--- src/rtl/acc_ctrl_pkg.sv ---
// Shared widths, plane limit and FSM state encoding for the bit-plane
// accumulator sequencer.
package acc_ctrl_pkg;

    localparam int PS_W       = 27;
    localparam int ACC_W      = 51;
    localparam int MAX_PLANES = 24;
    localparam int IDX_W      = $clog2(MAX_PLANES + 1);

    typedef enum logic [2:0] {
        ST_IDLE,
        ST_LOAD,
        ST_STREAM,
        ST_CAPTURE,
        ST_DONE
    } state_t;

endpackage

--- src/rtl/plane_buf.sv ---
// Bit-plane partial-sum store: one synchronous write port, one combinational
// read port. Contents are intentionally left unreset.
module plane_buf #(
    parameter int DEPTH = acc_ctrl_pkg::MAX_PLANES,
    parameter int W     = acc_ctrl_pkg::PS_W,
    parameter int AW    = acc_ctrl_pkg::IDX_W
) (
    input  logic          clk,
    input  logic          we,
    input  logic [AW-1:0] waddr,
    input  logic [W-1:0]  wdata,
    input  logic [AW-1:0] raddr,
    output logic [W-1:0]  rdata
);

    logic [W-1:0] mem [DEPTH];

    always_ff @(posedge clk) begin
        if (we) mem[waddr] <= wdata;
    end

    assign rdata = mem[raddr];

endmodule

--- src/rtl/acc_seq_ctrl.sv ---
// Sequencer that buffers N partial sums, then streams them MSB plane first
// into an external shift-accumulator without gaps and captures the result.
//   state   | meaning
//   IDLE    | waiting for start
//   LOAD    | accepting partial sums into the buffer
//   STREAM  | feeding buffered planes to the accumulator, one per cycle
//   CAPTURE | accumulator cleared, result registered
//   DONE    | result held until res_ready
module acc_seq_ctrl #(
    parameter int PS_W       = acc_ctrl_pkg::PS_W,
    parameter int ACC_W      = acc_ctrl_pkg::ACC_W,
    parameter int MAX_PLANES = acc_ctrl_pkg::MAX_PLANES
) (
    input  logic             clk,
    input  logic             rst,
    input  logic             start,
    input  logic [4:0]       cfg_planes,
    input  logic             abort,
    input  logic             ps_valid,
    output logic             ps_ready,
    input  logic [PS_W-1:0]  ps_data,
    output logic             acc_st,
    output logic [PS_W-1:0]  acc_din,
    input  logic [ACC_W-1:0] acc_nout,
    output logic             res_valid,
    input  logic             res_ready,
    output logic [ACC_W-1:0] res_data,
    output logic             busy
);

    import acc_ctrl_pkg::*;

    localparam int IW = $clog2(MAX_PLANES + 1);

    state_t          state, state_n;
    logic [IW-1:0]   nc, nc_n, nc_req;
    logic [IW-1:0]   wr_idx, wr_idx_n;
    logic [IW-1:0]   rd_idx, rd_idx_n;
    logic            wr_en;
    logic [PS_W-1:0] rd_data;

    plane_buf #(
        .DEPTH (MAX_PLANES),
        .W     (PS_W),
        .AW    (IW)
    ) u_buf (
        .clk   (clk),
        .we    (wr_en),
        .waddr (wr_idx),
        .wdata (ps_data),
        .raddr (rd_idx),
        .rdata (rd_data)
    );

    always_ff @(posedge clk or posedge rst) begin
        if (rst) begin
            state    <= ST_IDLE;
            nc       <= '0;
            wr_idx   <= '0;
            rd_idx   <= '0;
            res_data <= '0;
        end else begin
            state  <= state_n;
            nc     <= nc_n;
            wr_idx <= wr_idx_n;
            rd_idx <= rd_idx_n;
            if (state == ST_CAPTURE) res_data <= acc_nout;
        end
    end

    always_comb begin
        state_n  = state;
        nc_n     = nc;
        wr_idx_n = wr_idx;
        rd_idx_n = rd_idx;
        wr_en    = 1'b0;
        if (32'(cfg_planes) > 32'(MAX_PLANES)) nc_req = IW'(MAX_PLANES);
        else                                   nc_req = IW'(cfg_planes);

        case (state)
            ST_IDLE: begin
                wr_idx_n = '0;
                rd_idx_n = '0;
                if (start) begin
                    nc_n    = nc_req;
                    state_n = (nc_req == '0) ? ST_CAPTURE : ST_LOAD;
                end
            end
            ST_LOAD: begin
                if (ps_valid) begin
                    wr_en    = 1'b1;
                    wr_idx_n = wr_idx + IW'(1);
                    if (wr_idx == nc - IW'(1)) begin
                        state_n  = ST_STREAM;
                        rd_idx_n = '0;
                    end
                end
            end
            ST_STREAM: begin
                rd_idx_n = rd_idx + IW'(1);
                if (rd_idx == nc - IW'(1)) state_n = ST_CAPTURE;
            end
            ST_CAPTURE: state_n = ST_DONE;
            ST_DONE:    if (res_ready) state_n = ST_IDLE;
            default:    state_n = ST_IDLE;
        endcase

        // abort overrides every transition, including a DONE handshake
        if (abort && state != ST_IDLE) begin
            state_n  = ST_IDLE;
            wr_idx_n = '0;
            rd_idx_n = '0;
            wr_en    = 1'b0;
        end
    end

    assign ps_ready  = (state == ST_LOAD);
    assign acc_st    = (state != ST_STREAM);
    assign acc_din   = (state == ST_STREAM) ? rd_data : '0;
    assign res_valid = (state == ST_DONE);
    assign busy      = (state != ST_IDLE);

endmodule

--- config.mk ---
export PLATFORM = sky130hd
export DESIGN_NAME = acc_seq_ctrl
export DESIGN_NICKNAME = d
export VERILOG_FILES = /design/src/rtl/acc_ctrl_pkg.sv /design/src/rtl/plane_buf.sv /design/src/rtl/acc_seq_ctrl.sv
export SDC_FILE = /design/constraint.sdc
export NUM_CORES = 1
export LEC_CHECK = 0
export ABC_AREA = 1
export CAP_MARGIN = 10
export CORE_ASPECT_RATIO = 0.6
export CORE_MARGIN = 1
export CORE_UTILIZATION = 46
export DETAILED_ROUTE_END_ITERATION = 12
export SETUP_SLACK_MARGIN = 0.5
export SLEW_MARGIN = 20
export SYNTH_ARGS = -nofsm -noshare
export SYNTH_HDL_FRONTEND = slang
export SYNTH_SLANG_ARGS = --single-unit
--- constraint.sdc ---
create_clock -name clk -period 3.58 [get_ports clk]
set_input_delay 0.537 -clock clk [delete_from_list [all_inputs] [get_ports clk]]
set_output_delay 0.537 -clock clk [all_outputs]
set_load 0.05 [all_outputs]
# After elaboration in Yosys (flattened, before gate mapping)
# Memories as Yosys holds them, arrays and structs flattened.
# Cells that the tools add are included.
dict set report totals {
  regBits 69
  ram_bits 648
  in_bits 89
  out_inout_bits 82
  word_cells 54
  memories 1
}
# memory depth word_bits read_ports rd_clocked_by_memory_dff write_ports line_no
set mem_list {}
lappend mem_list {u_buf.mem 24 27 1 0 1 plane_buf.sv:16} ;# logic [W-1:0] mem [DEPTH];
dict set report classes {
  addsub 3
  order_cmp 1
  n_eq_ne 12
  muxes 22
  reduce_logical 10
}
# op count
set ops {}
lappend ops {{$mux W5} 6}
lappend ops {{$mux W27} 1}
lappend ops {{$mux W3} 6}
lappend ops {{$pmux W3 S5} 1}
lappend ops {{$pmux W5 S3} 1}
lappend ops {{$add A5 B1 Y5 const B} 2}
lappend ops {{$eq A5 B5 Y1} 2}
lappend ops {{$pmux W5 S2} 1}
lappend ops {{$eq A3 B2 Y1 const B} 2}
lappend ops {{$ne A3 B1 Y1 const B} 2}
lappend ops {{$ne A3 B2 Y1 const B} 2}
lappend ops {{$ne A3 B3 Y1 const B} 2}
lappend ops {{$reduce_bool A3 Y1} 2}
lappend ops {{$gt A5 B5 Y1 const B} 1}
lappend ops {{$logic_not A5 Y1} 1}
lappend ops {{$mux W1} 5}
lappend ops {{$reduce_and A5 Y1} 1}
lappend ops {{$sub A5 B1 Y5 const B} 1}
lappend ops {{$reduce_and A2 Y1} 2}
lappend ops {{$reduce_bool A4 Y1} 1}
lappend ops {{$eq A3 B1 Y1 const B} 1}
lappend ops {{$eq A3 B3 Y1 const B} 1}
lappend ops {{$logic_not A3 Y1} 1}
lappend ops {{$reduce_and A3 Y1} 1}
lappend ops {{2 further kinds} 2}

# Longest topological paths before layout
dict set report logic_depth {
  depth_word 7
  ltp_mapped 13
  mapped_depth_nobuf 13
}

# By module
# Synthesis repeated with hierarchy kept, for this count alone.
dict set report unflattened {
  hier_cells 2791
  area_unflattened_um2 30616.9
}
# mod n_inst cells_per_inst area_each_um2 seq_area_each_um2
set modules_own_cells {}
lappend modules_own_cells {plane_buf 1 2445 27314.9 19458.7}
lappend modules_own_cells {acc_seq_ctrl 1 346 3301.9 1726.7}

# Least setup slack after synthesis
# No wires, ideal clock.
dict set report synth_timing {
  path_type {register to register}
  startpoint {register state[1]}
  endpoint {memory u_buf.mem[0][0] (netlist bit) (enable)}
  setup_ns 0.411
  t_arrival_ns 3.039
  required_time_ns 3.169
  slack_ns 0.130
  stages_incl_launch_ff 8
  path_buffers 0
  period_less_slack_ns 3.450
  path_cell_list {dfrtp_1 > nor2_1 > inv_1 > nor2_1 > nand2_1 > nor2_1 > nand2_1 > nor2_1}
}
dict set report synth_via {
  elab_chain_len 5
  elab_cells_between_ends 7
  cone_classes {eq/ne: 1; mux: 4; reduce/logical: 2}
}
# element line_no
set synth_rtl {}
lappend synth_rtl {{from (decl)} acc_seq_ctrl.sv:35} ;# state_t state, state_n;
lappend synth_rtl {{from (signal assigned)} acc_seq_ctrl.sv:63} ;# state <= state_n;
lappend synth_rtl {{$eq A3 B1 Y1} -}
lappend synth_rtl {{net ps_ready} acc_seq_ctrl.sv:20} ;# output logic ps_ready,
lappend synth_rtl {{$mux W1} acc_seq_ctrl.sv:80} ;# case (state)
lappend synth_rtl {{$mux W1} acc_seq_ctrl.sv:109} ;# if (abort && state != ST_IDLE) begin
lappend synth_rtl {{$mux W1} plane_buf.sv:19} ;# if (we) mem[waddr] <= wdata;
lappend synth_rtl {{$mux W1 (not written as such)} plane_buf.sv:19}
lappend synth_rtl {{to (decl)} plane_buf.sv:16}
# The timed path passes the listed nets, and every way through them passes these cells.

# Worst setup path after layout
dict set report layout_timing {
  startpoint {register rd_idx[0]}
  endpoint {output acc_din[23]}
}
dict set report layout_via {
  elab_chain_len 2
}
# element line_no
set layout_rtl {}
lappend layout_rtl {{from (decl)} acc_seq_ctrl.sv:38} ;# logic [IW-1:0] rd_idx, rd_idx_n;
lappend layout_rtl {{from (signal assigned)} acc_seq_ctrl.sv:66} ;# rd_idx <= rd_idx_n;
lappend layout_rtl {{$mem_v2 Z24 W27} -}
lappend layout_rtl {{$mux W27} acc_seq_ctrl.sv:119} ;# assign acc_din = (state == ST_STREAM) ? rd_data : '0;
lappend layout_rtl {{to (decl)} acc_seq_ctrl.sv:23} ;# output logic [PS_W-1:0] acc_din,
# No other way between the ends.

==> results_dict.tcl <==
set metrics [dict create \
    status "finished clean" \
    dp_hpwl_um 47260 \
    cts_buffers 67 \
    cts_sinks 717 \
    portBuffers 170 \
    met3_usage_pct 6.664 \
    grt_max_degree 71 \
    grt.total_usage_pct 27.92 \
    gp_congestion 0.8596 \
    fin_tns_setup_ns 0 \
    htree_num_levels 3 \
    fin_ws_ns 0.1755 \
    cts_hold_buf 0 \
    synth.top_cells.by_area "edfxtp_1 68%, dfrtp_1 6.0%, nor2_1 5.9%" \
    synth-edff-count 648 \
    drc 0 \
    ys_seq_area_share_pct 73.82 \
    async_reset_ff_share_pct 9.623 \
    fill_cells 4693 \
    critical_path.max_fanout 8 \
    dp_slack_ns 0.4315 \
    grt_pass1_wl_um 130200 \
    yosys.area_share.xor_xnor_pct 0.06104 \
    clk_root_buffer_cell "clkbuf_16" \
    synth.most_common_cell "edfxtp_1" \
    ys.warnings.count 0 \
    antenna_found_initial 2 \
    critPathKind "reg -> out" \
    syn_inst 2174 \
    cts_tree "yes" \
    synth_simple_gate_area_share_pct 8.942 \
    fmax_mhz 293.7 \
    rsz0062_at_grt "true" \
    synth_top_area_share_pct 67.80 \
    num_vias 20182 \
    yosysTopAreaCell "edfxtp_1" \
    num_io_pins 171 \
    power_density_mw_per_mm2 713.3 \
    slew_viol_final 0 \
    core-area_sq_mm 0.06131 \
    crit_required_ns 3.04 \
    synth_ff_type "edfxtp_1" \
    final_layout_size_suffix_gt1_share_pct 19.23 \
    met1_usage_pct 43.03 \
    rows 70 \
    syn-num-nets 2269 \
    insertion_delay_ns 0.62 \
    setup_violations 0 \
    syn2layout_area_growth_pct 27.58 \
    critical_path_arrival_ns 2.87 \
    yosys-top-cells-count "648 x edfxtp_1, 449 x nor2_1, 321 x o21ai_0" \
    wl_per_cell_um 27.52 \
    critPathLaunchType "flop" \
    ir_drop_mv 0.5056 \
    postRouteAntennaNets 0 \
    synth_adder_area_share_pct 0.2616 \
    cp-end-kind "primary output" \
    hold_path_class "in -> async" \
    tightest_slew_ns 1.102 \
    stdcell_count 3314 \
    synth_top_family_by_area "compound AO/OA/AOI/OAI gates" \
    skew_ns 0.02766 \
    slew_headroom_pct 26.29 \
    viasPerCell 6.090 \
    start_util_pct 46.81 \
    die_w_um 324.5 \
    ys_ff_latch 717 \
    drt-pass1-iter-count 6 \
    synth.area.mux_share_pct 2.001 \
    cts_max_path_buffers 3 \
    synth-compound-area-share_pct 11.77 \
    use_met2_pct 39.93 \
    first_iter_violations 3061 \
    busiest_layer "met1" \
    synth_area_sq_mm 0.02870 \
    synthDistinctLibCells 33 \
    p_total_mw 26.12 \
    post-route-min-period_ns 3.405 \
    die_h_um 195.5 \
    grt_pass1_vias 19209 \
    hold_viol_final 0 \
    dieArea_sq_mm 0.06342 \
    p_leak_nw 12.38 \
    drv_cap 0 \
    nets 2527 \
    finalCritPeriodShare_pct 95.10 \
    syn_avg_cell_area_sq_um 13.20 \
    wirelength_um 91210 \
    grt_overflow_total 0 \
    place_inst 3105 \
    clk_pin_slew_ns 0.07 \
    diodes 0 \
]
## critical path, stage by stage (launching register included)
cell      delay [ns]
dfrtp_4         0.47
buf_12          0.18
buf_12          0.16
buf_16          0.17
nor2_4          0.05
nor2_2          0.11
o21ai_1         0.09
o211ai_1        0.15
nand3_1         0.15
nand2_1         0.13
nand2_1         0.08
a21oi_2         0.22
buf_6           0.16
buf_12          0.13
## cells by family after synthesis
kind of cell / count (synthesis)
simple gates: 650
fa+ha+maj: 6
buf+inv: 179
compound gates: 569
xor+xnor: 2
mux: 51
flops: 717
## layout make-up
| cell class | instances | area, sq um | area share [%] |
|---|---|---|---|
| flip-flops and latches | 717 | 21190 | 57.89 |
| multi-input cells | 1278 | 7263 | 19.84 |
| repair buffers | 331 | 4801 | 13.11 |
| clock buffers | 84 | 1760 | 4.808 |
| well taps | 828 | 1036 | 2.830 |
| clock inverters | 39 | 301.5 | 0.8236 |
| inverters | 32 | 181.4 | 0.4955 |
| repair inverters | 5 | 75.07 | 0.2050 |
## per-stage QoR
step / instance area (sq um) / hold WS, ns / util, %
floorplan: 28700 / 0.5334 / -
global placement: 32200 / 0.4873 / 52.53
detailed placement: 32200 / 0.4914 / 52.53
CTS: 35890 / 0.4271 / 58.54
global route: 36610 / 0.4750 / 59.72
finish: 36610 / 0.4221 / 59.72
## where the power goes
group          switching, mW  internal [mW]
Sequential             0.226           9.53
Combinational           5.76           3.69
Clock                   3.17           3.74
## path summary, 6_finish.rpt
path / start / to / slack, ns / cells after the start
worst max-delay path: rd_idx[0]$_DFFE_PP0P_ / acc_din[23] / 0.18 / 13
worst min-delay path: rst / res_data[47]$_DFFE_PP0N_ / 0.42 / 2
worst max register to register: state[1]$_DFFE_PP0P_ / u_buf.mem[19][5]$_DFFE_PP_ / 1.20 / 9
worst min register to register: res_data[20]$_DFFE_PP0N_ / res_data[20]$_DFFE_PP0N_ / 0.50 / 1
max in group asynchronous: rst / res_data[19]$_DFFE_PP0N_ / 2.30 / 3
min in group clk: ps_data[4] / u_buf.mem[10][4]$_DFFE_PP_ / 0.48 / 1
## state kept, by name, indices dropped and copies added (netlist names)
signal     count
nc             5
rd_idx         5
res_data      51
state          3
u_buf.mem    648
wr_idx         5
## placed cells by master, fill, tap and decap left out, drive strengths merged, types with 3 or more instances in the layout
| master | Yosys | routed |
|---|---|---|
| bufinv | 0 | 3 |
| nor3 | 4 | 4 |
| bufbuf | 0 | 8 |
| clkinv | 2 | 36 |
| o221ai | 64 | 64 |
| nor2 | 449 | 449 |
| nand3 | 83 | 83 |
| mux2 | 51 | 51 |
| clkdlybuf4s50 | 0 | 141 |
| a21oi | 34 | 34 |
| buf | 74 | 168 |
| o211ai | 98 | 98 |
| nand4 | 4 | 4 |
| nand2 | 107 | 107 |
| o21ai | 358 | 358 |
| ha | 6 | 6 |
| clkbuf | 73 | 97 |
| inv | 30 | 35 |
| edfxtp | 648 | 648 |
| o22ai | 13 | 13 |
| dfrtp | 69 | 69 |
## timing repair
| item | in CTS | in global routing |
|---|---|---|
| endpoints found under the setup margin | 27 | 28 |
| buffers inserted | 31 | 11 |
| pin swaps | 58 | 81 |
| gates cloned | 30 | 14 |
| resized for setup | 151 | 101 |
## metal layers
layer / vias to the layer above / share of wire [%]
met2: 1280 / 43
met3: 115 / 12
li1: 8620 / -
met5: - / 0.17
met4: 4 / 1.8
met1: 10163 / 43
Note: power is estimated with default switching activity, not from simulation.
